===== src/rtl/apb_ctrl_pkg.sv =====
// Shared types and widths for the two-requester APB master.
package apb_ctrl_pkg;

  localparam int ADDR_W = 9;
  localparam int DATA_W = 8;

  typedef enum logic [1:0] {
    IDLE   = 2'd0,
    SETUP  = 2'd1,
    ACCESS = 2'd2
  } apb_state_e;

  typedef logic req_id_t;

endpackage


===== src/rtl/apb_rr_arbiter.sv =====
// Two-way round-robin grant: one-hot grant among valid requesters while advance_i is high;
// on contention the requester that was not granted last wins.
module apb_rr_arbiter
  import apb_ctrl_pkg::*;
(
  input  logic [1:0] valid_i,
  input  logic       advance_i,
  input  req_id_t    last_i,
  output logic [1:0] grant_o
);

  for (genvar gi = 0; gi < 2; gi++) begin : g_grant
    assign grant_o[gi] = advance_i & valid_i[gi] &
                         (~valid_i[1-gi] | (last_i != req_id_t'(gi)));
  end

endmodule


===== src/rtl/apb_req_arbiter.sv =====
// Arbitrates two request ports onto one APB master (IDLE/SETUP/ACCESS).
// Define APB_TIMEOUT_EN to end ACCESS with an error after TIMEOUT_CYCLES wait states.
module apb_req_arbiter
  import apb_ctrl_pkg::*;
#(
  parameter int unsigned TIMEOUT_CYCLES = 16
) (
  input  logic              pclk,
  input  logic              preset,
  input  logic              req0_valid,
  input  logic              req0_write,
  input  logic [ADDR_W-1:0] req0_addr,
  input  logic [DATA_W-1:0] req0_wdata,
  input  logic              req1_valid,
  input  logic              req1_write,
  input  logic [ADDR_W-1:0] req1_addr,
  input  logic [DATA_W-1:0] req1_wdata,
  output logic              req0_ready,
  output logic              req1_ready,
  output logic              rsp0_valid,
  output logic              rsp1_valid,
  output logic [DATA_W-1:0] rsp0_rdata,
  output logic [DATA_W-1:0] rsp1_rdata,
  output logic              rsp0_err,
  output logic              rsp1_err,
  output logic              psel1,
  output logic              psel2,
  output logic              penable,
  output logic              pwrite,
  output logic [ADDR_W-1:0] paddr,
  output logic [DATA_W-1:0] pwdata,
  input  logic [DATA_W-1:0] prdata,
  input  logic              pready,
  input  logic              pslverr
);

  apb_state_e        state_q, state_d;
  req_id_t           owner_q, owner_d;
  req_id_t           last_q, last_d;
  logic              write_q, write_d;
  logic [ADDR_W-1:0] addr_q, addr_d;
  logic [DATA_W-1:0] wdata_q, wdata_d;
  logic [1:0]        rsp_valid_q, rsp_valid_d;
  logic [DATA_W-1:0] rsp_rdata_q, rsp_rdata_d;
  logic              rsp_err_q, rsp_err_d;
  logic [1:0]        grant;
  logic              timeout;
  logic              active;

  apb_rr_arbiter u_rr (
    .valid_i   ({req1_valid, req0_valid}),
    .advance_i ((state_q == IDLE) & ~preset),
    .last_i    (last_q),
    .grant_o   (grant)
  );

`ifdef APB_TIMEOUT_EN
  localparam int unsigned CNT_W = $clog2(TIMEOUT_CYCLES + 1);
  logic [CNT_W-1:0] wait_cnt_q, wait_cnt_d;

  always_comb begin
    wait_cnt_d = wait_cnt_q;
    if (state_q == SETUP) begin
      wait_cnt_d = '0;
    end else if ((state_q == ACCESS) && !pready) begin
      wait_cnt_d = wait_cnt_q + CNT_W'(1);
    end
  end

  always_ff @(posedge pclk) begin
    if (preset) wait_cnt_q <= '0;
    else        wait_cnt_q <= wait_cnt_d;
  end

  // The last tolerated wait state is the one where the count equals TIMEOUT_CYCLES-1.
  assign timeout = (state_q == ACCESS) && !pready &&
                   (32'(wait_cnt_q) == TIMEOUT_CYCLES - 1);
`else
  logic unused_timeout;
  assign unused_timeout = ^TIMEOUT_CYCLES;
  assign timeout        = 1'b0;
`endif

  always_comb begin
    state_d     = state_q;
    owner_d     = owner_q;
    last_d      = last_q;
    write_d     = write_q;
    addr_d      = addr_q;
    wdata_d     = wdata_q;
    rsp_valid_d = '0;
    rsp_rdata_d = '0;
    rsp_err_d   = 1'b0;
    case (state_q)
      IDLE: begin
        if (grant != 2'b00) begin
          owner_d = grant[1];
          last_d  = grant[1];
          write_d = grant[1] ? req1_write : req0_write;
          addr_d  = grant[1] ? req1_addr  : req0_addr;
          wdata_d = grant[1] ? req1_wdata : req0_wdata;
          state_d = SETUP;
        end
      end
      SETUP: state_d = ACCESS;
      ACCESS: begin
        if (pready || timeout) begin
          state_d              = IDLE;
          rsp_valid_d[owner_q] = 1'b1;
          if (timeout) begin
            rsp_err_d = 1'b1;
          end else begin
            rsp_err_d   = pslverr;
            rsp_rdata_d = write_q ? '0 : prdata;
          end
        end
      end
      default: state_d = IDLE;
    endcase
  end

  always_ff @(posedge pclk) begin
    if (preset) begin
      state_q     <= IDLE;
      owner_q     <= 1'b0;
      last_q      <= 1'b1;
      write_q     <= 1'b0;
      addr_q      <= '0;
      wdata_q     <= '0;
      rsp_valid_q <= '0;
      rsp_rdata_q <= '0;
      rsp_err_q   <= 1'b0;
    end else begin
      state_q     <= state_d;
      owner_q     <= owner_d;
      last_q      <= last_d;
      write_q     <= write_d;
      addr_q      <= addr_d;
      wdata_q     <= wdata_d;
      rsp_valid_q <= rsp_valid_d;
      rsp_rdata_q <= rsp_rdata_d;
      rsp_err_q   <= rsp_err_d;
    end
  end

  assign active     = (state_q == SETUP) || (state_q == ACCESS);
  assign req0_ready = grant[0];
  assign req1_ready = grant[1];
  assign psel1      = active & ~addr_q[ADDR_W-1];
  assign psel2      = active &  addr_q[ADDR_W-1];
  assign penable    = (state_q == ACCESS);
  assign pwrite     = active & write_q;
  assign paddr      = active ? addr_q  : '0;
  assign pwdata     = active ? wdata_q : '0;

  assign rsp0_valid = rsp_valid_q[0];
  assign rsp1_valid = rsp_valid_q[1];
  assign rsp0_rdata = rsp_valid_q[0] ? rsp_rdata_q : '0;
  assign rsp1_rdata = rsp_valid_q[1] ? rsp_rdata_q : '0;
  assign rsp0_err   = rsp_valid_q[0] & rsp_err_q;
  assign rsp1_err   = rsp_valid_q[1] & rsp_err_q;

endmodule


===== config.mk =====
export PLATFORM = sky130hd
export DESIGN_NAME = apb_req_arbiter
export DESIGN_NICKNAME = d
export VERILOG_FILES = /design/src/rtl/apb_ctrl_pkg.sv /design/src/rtl/apb_rr_arbiter.sv /design/src/rtl/apb_req_arbiter.sv
export SDC_FILE = /design/constraint.sdc
export NUM_CORES = 1
export LEC_CHECK = 0
export CORE_MARGIN = 2
export CORE_UTILIZATION = 36
export CTS_CLUSTER_SIZE = 12
export DETAILED_ROUTE_END_ITERATION = 12
export PLACE_DENSITY = 0.84
export SYNTH_ARGS = -nofsm -noshare
export SYNTH_HDL_FRONTEND = slang
export SYNTH_SLANG_ARGS = --single-unit

===== constraint.sdc =====
create_clock -name pclk -period 1.7 [get_ports pclk]
set_clock_uncertainty 0.1 [all_clocks]
set_input_delay 0.255 -clock pclk [delete_from_list [all_inputs] [get_ports pclk]]
set_output_delay 0.255 -clock pclk [all_outputs]
set_load 0.05 [all_outputs]

== After elaboration in Yosys (flattened, before gate mapping) ==
Index checks and enable logic that the tools add are counted.

* Bits in registers: 33
* Bits of input ports: 50
* Output and inout port bits: 43
* Word-level logic and storage cells: 54

* $lt $le $gt $ge: 2
* Equality and inequality tests: 4
* Muxes and demuxes: 12
* Bitwise gates (word level): 19
* Reduce and logical (&&, ||, !) cells: 8

{| class="wikitable"
|+ Operators with widths
! kind !! count
|-
| $mux 8 || 4
|-
| $mux 9 || 2
|-
| $and 1x1->1 || 10
|-
| $not 1->1 || 7
|-
| $pmux 2 s3 || 1
|-
| $mux 2 || 2
|-
| $ne 2x1->1 const B || 2
|-
| $reduce_and 2->1 || 2
|-
| $reduce_or 4->1 || 1
|-
| $reduce_or 3->1 || 1
|-
| $eq 2x1->1 const B || 1
|-
| $eq 2x2->1 const B || 1
|-
| $logic_not 2->1 || 1
|-
| $lt 1x2->1 const B || 1
|-
| $mux 1 || 2
|-
| $or 1x1->1 || 2
|-
| $reduce_bool 2->1 || 1
|-
| $demux 1 s1 || 1
|-
| $ge 1x1->1 const B || 1
|-
| $logic_and 1x1->1 || 1
|-
| $logic_or 1x1->1 || 1
|}

== Depth between registers and ports, before layout ==
Gate-level depths: netlist of run 1.

* Depth in word-level cells: 7
* Gate-level depth with buffers: 7
* Mapped depth without buffers: 5

== By module ==
From an unflattened synthesis of run 1, not the netlist that was laid out.

* Cell total of the unflattened synthesis: 176
* Area total of the unflattened synthesis: 1705.4 um^2

{| class="wikitable"
|+ By module, submodules not included
! module !! times used !! cells an instance !! area each (um^2) !! seq. area each (um^2)
|-
| apb_req_arbiter || 1 || 171 || 1684.1 || 660.6
|-
| apb_rr_arbiter || 1 || 5 || 21.3 || 0.0
|}

== Least setup slack after synthesis of run 1 ==
No wires, ideal clock.

* Kind: register to output
* From: register state_q[0]
* To: output req1_ready
* Data arrival time: 1.528 ns
* Required time: 1.345 ns
* Slack: -0.183 ns
* Cell stages (with the launch flop): 6
* Path buffers: 1
* Cells stage by stage: dfxtp_1 > inv_1 > ha_1 > nand3b_1 > clkbuf_1 > nor2_1

* Cells in the longest elaborated chain, start to end: 4

{| class="wikitable"
|+ Ends and longest elaborated chain
! what !! RTL line !! RTL
|-
| start: declaration || apb_req_arbiter.sv:37 || <nowiki>apb_state_e state_q, state_d;</nowiki>
|-
| start signal: assignment || apb_req_arbiter.sv:134 || <nowiki>state_q <= state_d;</nowiki>
|-
| $logic_not 2->1 || apb_req_arbiter.sv:52 || <nowiki>.advance_i ((state_q == IDLE) & ~preset),</nowiki>
|-
| $and 1x1->1 || apb_req_arbiter.sv:52 ||
|-
| $and 1x1->1 (2 in a row) || apb_rr_arbiter.sv:13 || <nowiki>assign grant_o[gi] = advance_i & valid_i[gi] &</nowiki>
|-
| end: declaration || apb_req_arbiter.sv:19 || <nowiki>output logic req1_ready,</nowiki>
|}

No other way between the ends.

== Final worst setup path of run 1 ==
* From: register state_q[1]
* To: output psel2

* Cells in the longest elaborated chain, start to end: 3
* Elaborated cells on any way between the ends: 4
* Those cells by class: 2 x eq/ne; 1 x bitwise; 1 x reduce/logical

{| class="wikitable"
|+ Ends and longest elaborated chain
! what !! RTL line !! RTL
|-
| $eq 2x1->1 or $eq 2x2->1 (tied branches) || apb_req_arbiter.sv:146 || <nowiki>assign active = (state_q == SETUP) || (state_q == ACCESS);</nowiki>
|-
| $logic_or 1x1->1 * || apb_req_arbiter.sv:146 ||
|-
| $and 1x1->1 * || apb_req_arbiter.sv:150 || <nowiki>assign psel2 = active & addr_q[ADDR_W-1];</nowiki>
|-
| end: declaration || apb_req_arbiter.sv:27 || <nowiki>output logic psel2,</nowiki>
|}

Every way passes the cells marked *; elsewhere a longest branch is shown, timed or not.

==> out/metrics.yaml, run 1 <==
status: "finished, violations left"
violations: "negative setup slack"
io_pins: 93
rr_startpoint: "state_q[1]"
rows: 25
whs_path_depth: 1
final_hold_viol_count: 0
regToRegEndpoint: "addr_q[3]"
worstSetupEndpointType: "output port"
finalCritPeriodShare_pct: 105
hold_start: "owner_q"
fp.dieW_microns: 74.6
drive_above_1_share_pct: 37.4
die_height_microns: 74.6
synth_cell_types: 27
leakagePower_nw: 1.33
grt_pass1_vias: 1977
vias_per_cell: 5.37
hold_class: "flop to flop"
crit_required_ns: 1.34
track_usage_pct: 24.0
finalCriticalPeriod_ns: 1.78
drt_iter0_markers: 152
cts_tree: "built"
gr-total-overflow: 0
netlist_instances: 205
rsz0062_at_grt: "true"
avgSynthCellArea_sq_um: 8.75
drc: 0
tightest_slew_ns: 0.389
placedCellCount: 363
synth_fp_nets: 259
power_density_nw_per_um2: 780
cp-start-kind: "flop"
dieArea_sq_um: 5560
area_delta_synth_final_pct: 95.8
yosysSeqAreaShare_pct: 36.8
cp_max_fo: 19
critPathArrivalTime_ns: 1.43
fillers: 321
route.met2.wl_mm: 3.57
clkTransAtPathRegs_ns: 0.07
min_to: "rsp_valid_q[0]"
met1Wirelength_mm: 2.46
irDropWorstVdd_v: 0.000660
antenna_found_initial: 0
grt_pass1_wl_mm: 10.1
grt_max_degree: 27
slew_headroom_pct: 74.0
initial_core_util_pct: 37.7
ff_latch_area_sq_um: 664
fmax_ghz: 0.560
synth.ff_latch_count: 33
dr_wl_met3_microns: 361
cts_made_buffers: 5
gp_congestion: 0.803
setup_ws_ns: -0.0845
dp_hpwl_mm: 4.75
synth_area_sq_um: 1790
dr.pass1.iters: 4
vias: 2026
floorplan.core_area_sq_um: 4750
yosysWarnings: 0
clk_path_buf_depth: 2
layout.cells.non_filler: 377
finalSetupViolations: 20
critPathKind: "flop to output port"
report.final.slew_viol_count: 0
multi_input_area_sq_um: 1080
wl_per_cell_microns: 17.2
clk_latency_ns: 0.29
ff2ff_path_depth: 7
root_buffer: "clkbuf_8"
routed_wl_mm: 6.47
cts_sinks: 33
fin_nets: 363
n_antenna_cell: 0
port_buffers: 92
maxUsedRoutingLayer: "met4"
drv_cap: 0
rrSetupSlack_ns: 0.08
detail-route-antenna-nets: 0
htreeDepth: 2
tns_ns: -1.33
==> worst max path at each step <==
| stage | from | slack, ns | cells after the start | end |
|---|---|---|---|---|
| finish | state_q[1] | -0.08 | 5 | psel2 |
| global route | state_q[1] | -0.13 | 5 | psel2 |
| CTS | state_q[1] | -0.08 | 5 | psel2 |
| detailed placement | preset | -0.18 | 5 | addr_q[3] |
| global placement | preset | -0.08 | 5 | wdata_q[7] |
| floorplan | state_q[0] | 0.01 | 4 | paddr[8] |
==> timing repair <==
action | 4_1_cts | 5_1_grt
resized for setup | 21 | 3
setup endpoints to repair | 40 | 32
hold buffers | 0 | 0
hold endpoints to repair | 0 | 0
buffers inserted | 6 | 0
pin swaps | 0 | 1
==> power by group <==
part / internal [W] / switching, W / total [W]
sequential: 0.000848 / 0.0000481 / 0.000896
combinational: 0.000595 / 0.000586 / 0.00118
clock: 0.000366 / 0.000297 / 0.000663
total: 0.00181 / 0.000931 / 0.00274
==> metal layers <==
| layer | up-vias | track usage, % |
|---|---|---|
| met5 | - | 0 |
| met4 | 0 | 7.54 |
| met3 | 4 | 4.34 |
| met2 | 80 | 44.1 |
| met1 | 990 | 28.1 |
| li1 | 952 | - |
==> through the flow <==
| step | setup slack (ns) | area (sq um) | hold slack (ns) | utilization (%) | total power (W) |
|---|---|---|---|---|---|
| finish | -0.0845 | 3510 | 0.314 | 73.9 | 0.00274 |
| global route | -0.133 | 3510 | 0.343 | 73.9 | 0.00286 |
| CTS | -0.0780 | 3510 | 0.320 | 73.8 | 0.00274 |
| detailed placement | -0.176 | 3310 | 0.311 | 69.7 | 0.00200 |
| global placement | -0.0824 | 3310 | 0.301 | 69.7 | 0.00197 |
| floorplan | 0.0147 | 1810 | 0.262 | - | 0.00147 |
==> Yosys cell counts, drive strengths merged <==
cell type   n  area, sq um
nor2        5         18.8
nand2       1         3.75
inv         4         15.0
o32ai       1         8.76
nor2b       3         18.8
ha          4         50.1
a31oi       1         6.26
and2       46          290
or3b        1         8.76
a311oi     18          220
and3        1         6.26
nand3b      2         15.0
nand3       2         10.0
nand2b      2         12.5
nand4      18          113
o21ai      20          100
clkbuf     10         37.5
dfxtp      33          661
buf         9         73.8
or2         2         12.5
a21oi      21          105
nor3b       1         7.51
==> cell families (layout without fill, tap and decap cells) <==
group | Yosys count | count (layout) | share of synthesized area, %
AOI/OAI and AO/OA | 61 | 61 | 24.5
adders and majority gates | 4 | 4 | 2.79
buffers and inverters | 23 | 128 | 7.04
DFF | 33 | 33 | 36.8
and+or+nand+nor | 84 | 84 | 28.8
==> state kept, by name (all words and copies together) (netlist names) <==
register     count
addr_q           9
last_q           1
owner_q          1
rsp_err_q        1
rsp_rdata_q      8
rsp_valid_q      2
state_q          2
wdata_q          8
write_q          1
==> worst max-delay path, stage by stage (launching register included) <==
cell     delay (ns)
dfxtp_2        0.35
inv_2          0.05
ha_4           0.27
buf_12         0.14
and2_4         0.18
buf_12         0.14
==> area by class of cell <==
| type | count | area share, % |
|---|---|---|
| Inverter | 4 | 0.427 |
| Tap cell | 67 | 2.39 |
| Timing Repair Buffer | 116 | 44.7 |
| Clock buffer | 7 | 2.74 |
| Multi-Input combinational cell | 149 | 30.7 |
| Clock inverter | 1 | 0.142 |
| Sequential cell | 33 | 18.9 |
==> cell usage in the layout, fill, tap and decap left out, types with 2 or more instances in the layout <==
| cell type | count |
|---|---|
| clkdlybuf4s50_1 | 46 |
| buf_12 | 46 |
| dfxtp_1 | 30 |
| and2_1 | 28 |
| a21oi_1 | 21 |
| buf_4 | 20 |
| o21ai_0 | 19 |
| nand4_1 | 18 |
| and2_2 | 10 |
| a311oi_2 | 10 |
| and2_4 | 8 |
| a311oi_1 | 8 |
| clkbuf_8 | 7 |
| nor2_1 | 3 |
| ha_1 | 3 |
| dlygate4sd2_1 | 3 |
| dfxtp_2 | 3 |
| nand3b_1 | 2 |
| inv_2 | 2 |
| nor2b_4 | 2 |
| nand2b_1 | 2 |
| nand3_1 | 2 |
| inv_1 | 2 |
Power figures use the tool's default switching activity.
==> run 2, diff against run 1 <==
--- a/config.mk
+++ b/config.mk
@@ -5,6 +5,7 @@
 export SDC_FILE = /design/constraint.sdc
 export NUM_CORES = 1
 export LEC_CHECK = 0
+export ABC_CLOCK_PERIOD_IN_PS = 1700
 export CORE_MARGIN = 2
 export CORE_UTILIZATION = 36
 export CTS_CLUSTER_SIZE = 12
==> results of run 2 <==
No change in the layout: final DEF, timing and power equal those of run 1.
